===== src/rtl/hazard_ctrl.sv =====
// Pipeline hazard controller: redirect flush, load-use stall, CSR-write drain and operand forwarding.
// Optional HAZARD_PERF_EN adds free-running stall/flush performance counters.
module hazard_ctrl #(
  parameter int unsigned CSR_DRAIN_CYC = 2,
  parameter int unsigned XLEN_PC       = 32
) (
  input  logic               clk,
  input  logic               rst_n,
  input  logic               valid_id,
  input  logic [4:0]         rs1_id,
  input  logic [4:0]         rs2_id,
  input  logic               uses_rs1,
  input  logic               uses_rs2,
  input  logic [4:0]         rd_ex,
  input  logic               rf_enb1,
  input  logic               is_Iload_typeb1,
  input  logic               is_JALb1,
  input  logic               is_JALRb1,
  input  logic               is_mretb1,
  input  logic               csr_wrb1,
  input  logic               br_taken_ex,
  input  logic [XLEN_PC-1:0] target_ex,
  input  logic [4:0]         rd_mem,
  input  logic [4:0]         rd_wb,
  input  logic               rf_en_mem,
  input  logic               rf_en_wb,
  output logic               stall_if,
  output logic               stall_id,
  output logic               flush_if_id,
  output logic               flush_id_ex,
  output logic               pc_redirect,
  output logic [XLEN_PC-1:0] pc_target,
  output logic [1:0]         fwd_a,
  output logic [1:0]         fwd_b
`ifdef HAZARD_PERF_EN
  ,
  output logic [31:0]        stall_cycles,
  output logic [31:0]        flush_count
`endif
);

  localparam int unsigned CNT_W = 4;
  localparam logic [1:0] FWD_RF  = 2'b00;
  localparam logic [1:0] FWD_MEM = 2'b01;
  localparam logic [1:0] FWD_WB  = 2'b10;

  typedef enum logic {
    S_IDLE,
    S_CSR_DRAIN
  } state_e;

  state_e           state_q, state_d;
  logic [CNT_W-1:0] cnt_q, cnt_d;
  logic             redirect;
  logic             load_use;

  assign redirect = br_taken_ex | is_JALb1 | is_JALRb1 | is_mretb1;
  assign load_use = valid_id & is_Iload_typeb1 & rf_enb1 & (rd_ex != 5'd0) &
                    ((uses_rs1 & (rs1_id == rd_ex)) | (uses_rs2 & (rs2_id == rd_ex)));

  // Next-state and control outputs; all outputs forced low while reset is held.
  always_comb begin
    state_d     = state_q;
    cnt_d       = cnt_q;
    stall_if    = 1'b0;
    stall_id    = 1'b0;
    flush_if_id = 1'b0;
    flush_id_ex = 1'b0;
    pc_redirect = 1'b0;
    pc_target   = '0;
    fwd_a       = FWD_RF;
    fwd_b       = FWD_RF;

    case (state_q)
      S_IDLE: begin
        if (redirect) begin
          pc_redirect = 1'b1;
          pc_target   = target_ex;
          flush_if_id = 1'b1;
          flush_id_ex = 1'b1;
        end else begin
          if (load_use) begin
            stall_if    = 1'b1;
            stall_id    = 1'b1;
            flush_id_ex = 1'b1;
          end
          if (csr_wrb1) begin
            state_d = S_CSR_DRAIN;
            cnt_d   = CNT_W'(CSR_DRAIN_CYC);
          end
        end
      end
      S_CSR_DRAIN: begin
        // EX carries bubbles here, so redirect and load-use cannot be live.
        stall_if    = 1'b1;
        stall_id    = 1'b1;
        flush_id_ex = 1'b1;
        cnt_d       = cnt_q - CNT_W'(1);
        if (cnt_q == CNT_W'(1)) begin
          state_d = S_IDLE;
        end
      end
      default: begin
        state_d = S_IDLE;
        cnt_d   = '0;
      end
    endcase

    if (rf_en_mem && (rd_mem != 5'd0) && (rd_mem == rs1_id)) begin
      fwd_a = FWD_MEM;
    end else if (rf_en_wb && (rd_wb != 5'd0) && (rd_wb == rs1_id)) begin
      fwd_a = FWD_WB;
    end

    if (rf_en_mem && (rd_mem != 5'd0) && (rd_mem == rs2_id)) begin
      fwd_b = FWD_MEM;
    end else if (rf_en_wb && (rd_wb != 5'd0) && (rd_wb == rs2_id)) begin
      fwd_b = FWD_WB;
    end

    if (!rst_n) begin
      stall_if    = 1'b0;
      stall_id    = 1'b0;
      flush_if_id = 1'b0;
      flush_id_ex = 1'b0;
      pc_redirect = 1'b0;
      pc_target   = '0;
      fwd_a       = FWD_RF;
      fwd_b       = FWD_RF;
    end
  end

  always_ff @(posedge clk or negedge rst_n) begin
    if (!rst_n) begin
      state_q <= S_IDLE;
      cnt_q   <= '0;
    end else begin
      state_q <= state_d;
      cnt_q   <= cnt_d;
    end
  end

`ifdef HAZARD_PERF_EN
  always_ff @(posedge clk or negedge rst_n) begin
    if (!rst_n) begin
      stall_cycles <= '0;
      flush_count  <= '0;
    end else begin
      if (stall_id) begin
        stall_cycles <= stall_cycles + 32'd1;
      end
      if (pc_redirect) begin
        flush_count <= flush_count + 32'd1;
      end
    end
  end
`endif

endmodule


===== config.mk =====
export PLATFORM = sky130hd
export DESIGN_NAME = hazard_ctrl
export DESIGN_NICKNAME = d
export VERILOG_FILES = /design/src/rtl/hazard_ctrl.sv
export SDC_FILE = /design/constraint.sdc
export NUM_CORES = 1
export LEC_CHECK = 0
export CAP_MARGIN = 20
export CORE_MARGIN = 5
export CORE_UTILIZATION = 35
export DETAILED_ROUTE_END_ITERATION = 12
export DONT_BUFFER_PORTS = 1
export MAX_ROUTING_LAYER = met4
export SETUP_SLACK_MARGIN = 0.15
export SLEW_MARGIN = 20
export SYNTH_ARGS = -nofsm -noshare
export SYNTH_HDL_FRONTEND = slang
export SYNTH_SLANG_ARGS = --single-unit

===== constraint.sdc =====
create_clock -name clk -period 4.4 [get_ports clk]
set_input_delay 1.32 -clock clk [delete_from_list [all_inputs] [get_ports clk]]
set_output_delay 1.32 -clock clk [all_outputs]
set_load 0.02 [all_outputs]

==> results by group <==
Finish
  • Layout cells sized above 1: 13.6%
  • Commonest non-fill, non-tap cell in the layout: and2_1
  • Layout area overhead: 8.93%
  • Most frequent cells in the layout: and2_1, xor2_1, xnor2_1
  • Filler cells: 260
  • Ant diodes: 0
  • Footprint of the multi-input gates: between 700 and 800 sq um
  • FF/Latch Area: around 130 sq um
  • Nets: approximately 190

Floorplan
  • Row count: 18
  • Core Box Area: 2500 sq um
  • Die area: ~3800 sq um
  • Die X: 61.4 um
  • Chip height: 61.4 um
  • I/O pins: 112
  • Initial Util: 37.0%

Placement
  • PortBufs: 0
  • Placer congestion estimate: 0.807
  • DP HPWL: 2900 um

Critical path
  • WS Path Type: input pin to output pin
  • Crit path buf inv count: 1
  • Slowest CP cell: nor4_1
  • CP arrival: about 2.7 ns
  • Critical Path Start: is_JALb1
  • Worst setup EP type: output pin
  • Slowest Stage Delay on Critical Path: 0.67 ns
  • Reg2reg start: state_q
  • Worst-path cell chain: nor4_1 > nor3b_4 > buf_4 > and2_1
  • Crit path max-delay family: simple AND/OR/NAND/NOR gates
  • Crit path launch type: input pin
  • Critical Path RT: approximately 3.1 ns
  • CP max FO: 23

Timing
  • Setup Viol. Count Final: 0
  • Final period util: approximately 90%
  • Hold slack: 0.559 ns
  • Worst Tran Pin Value: 0.780 ns
  • Final Hold Fails: 0
  • Final worst path period need: approximately 4.1 ns
  • Max-slew violation count: 0
  • Setup TNS: 0 ns
  • Max Fclk: between 0.2 and 0.25 GHz
  • Layout Skew: 0.00278 ns
  • Slew HR: 47.5%
  • RSZ-0062 raised after global routing: no

Routing
  • Antenna-violating nets left: 0
  • DR vias: 856
  • Via-per-instance ratio: ~5.8
  • Post-Route WL: between 3000 and 4000 um
  • DRT Pass-1 Iters: 4
  • Drt wl/cell: 22.3 um
  • 1st-iter DRT viols: 43
  • # DRC: 0

Yosys
  • Mapped Cells: 115
  • Post-synth EDFFs: 0
  • Ys Warns: 0
  • Sequential area share after synthesis: 13.5%
  • Cell variety after synth: 30
  • Fraction of registers with async set or reset after synthesis: 100%
  • Number of synthesized register bits: 5
  • Synth Flop Type: dfrtp_1
  • Post-Syn Area: 925 sq um
  • Syn nets: 188
  • Synthesized area per cell: 8.04 sq um

Worst hold path
  • Hold Path Class: flop to flop
  • Hold Startpoint: cnt_q[3]

Power
  • Pwr dens: around 380 nW/um^2
  • Maximum vdd drop: 0.000289 V
  • Pleak: 0.404 nW

Clocking
  • Clock root buffer: clkbuf_4
  • Clk_lat worst skew: ~0.25 ns
  • H-tree depth: 1
  • CTS sink count: 5
  • Cts hold-fix bufs: 0
  • CTS resizes: 0
  • Reg clk slew, reported paths: 0.04 ns
  • CTS tree: yes
  • Setup Buffers After CTS: 0
  • CTS Buf Count: 3
  • Clock buffer depth: 2

Global route
  • Number of global-route vias before repair: 976
  • First-pass GRT wire length: 4880 um
  • Number of antenna violations at the first check in global routing: 0
  • Largest net degree at the start of global routing: 24
  • Grt total ovfl: 0
  • GRT Util Overall: 18.2%

Status
  • Status: finished clean

Run
  • Max-Cap Viols: 0
## metal layers
metal	share of wire (%)	global-route usage, %	vias to the layer above	routed length [um]
met1	34	20.1	394	1140
met5	0	-	-	0
met2	56	33.2	64	1830
li1	-	-	395	-
met4	0.27	2.12	0	9
met3	9.7	5.45	3	320
## cell usage after synthesis (all sizes together) (2+ instances only)
| master | number | area, sq um |
|---|---|---|
| dfrtp | 5 | 125 |
| xnor2 | 8 | 70.1 |
| nand3 | 2 | 10.0 |
| clkbuf | 4 | 15.0 |
| o21ai | 4 | 23.8 |
| and2 | 35 | 221 |
| nor4 | 7 | 56.3 |
| inv | 3 | 11.3 |
| or4 | 5 | 41.3 |
| buf | 2 | 15.0 |
| ha | 2 | 25.0 |
| xor2 | 24 | 210 |
| a22o | 2 | 17.5 |
## layout make-up
type | instances | share of cell area (%)
timing repair buffer | 5 | 3.73
inverter | 3 | 1.12
clock buffer | 4 | 2.61
tap | 30 | 3.73
multi-input combinational | 101 | 76.4
sequential | 5 | 12.4
## power by group
part / switching, W / total, W / leakage, nW / internal [W]
combinational: 0.000147 / 0.000232 / 0.328 / 0.0000856
sequential: 0.0000284 / 0.0000966 / 0.0605 / 0.0000681
clock: 0.0000210 / 0.0000555 / 0.0150 / 0.0000344
## state kept, by name, summed over array words and instances, names as in the netlist
register  count
state_q       1
cnt_q         4
## stage by stage
stage | power [W] | instance area, sq um | std cells | setup slack, ns | util (%)
CTS | 0.000385 | 1000 | 148 | 0.180 | 40.0
floorplan | 0.000300 | 925 | 115 | 0.319 | -
detailed placement | 0.000326 | 975 | 144 | 0.178 | 39.0
global placement | 0.000322 | 975 | 144 | 0.290 | 39.0
global route | 0.000423 | 1010 | 148 | 0.161 | 40.3
finish | 0.000384 | 1010 | 148 | 0.342 | 40.3
## worst paths after layout
path | end | depth (start not counted) | slack, ns
worst max register to register | cnt_q[0] | 2 | 3.27
max in group asynchronous | cnt_q[2] | 0 | 3.57
worst min register to register | cnt_q[3] | 1 | 0.56
worst max-delay path | pc_target[22] | 4 | 0.34
min in group asynchronous | cnt_q[1] | 0 | 0.76
worst min-delay path | cnt_q[3] | 1 | 0.56
## worst reg2reg max path, cell delays in order, from the launching register on
cell,delay [ns]
dfrtp_1,0.48
a21oi_1,0.36
mux2_2,0.22
## cells by family after synthesis
kind of cell	after synthesis	share of synthesized area (%)
and+or+nand+nor	54	38.7
buffers and inverters	9	4.46
adders and majority gates	2	2.71
xor gates and xnor gates	32	30.3
muxes	1	1.22
DFF	5	13.5
AOI/OAI and AO/OA	12	9.07
(Power assumes the default switching activity.)
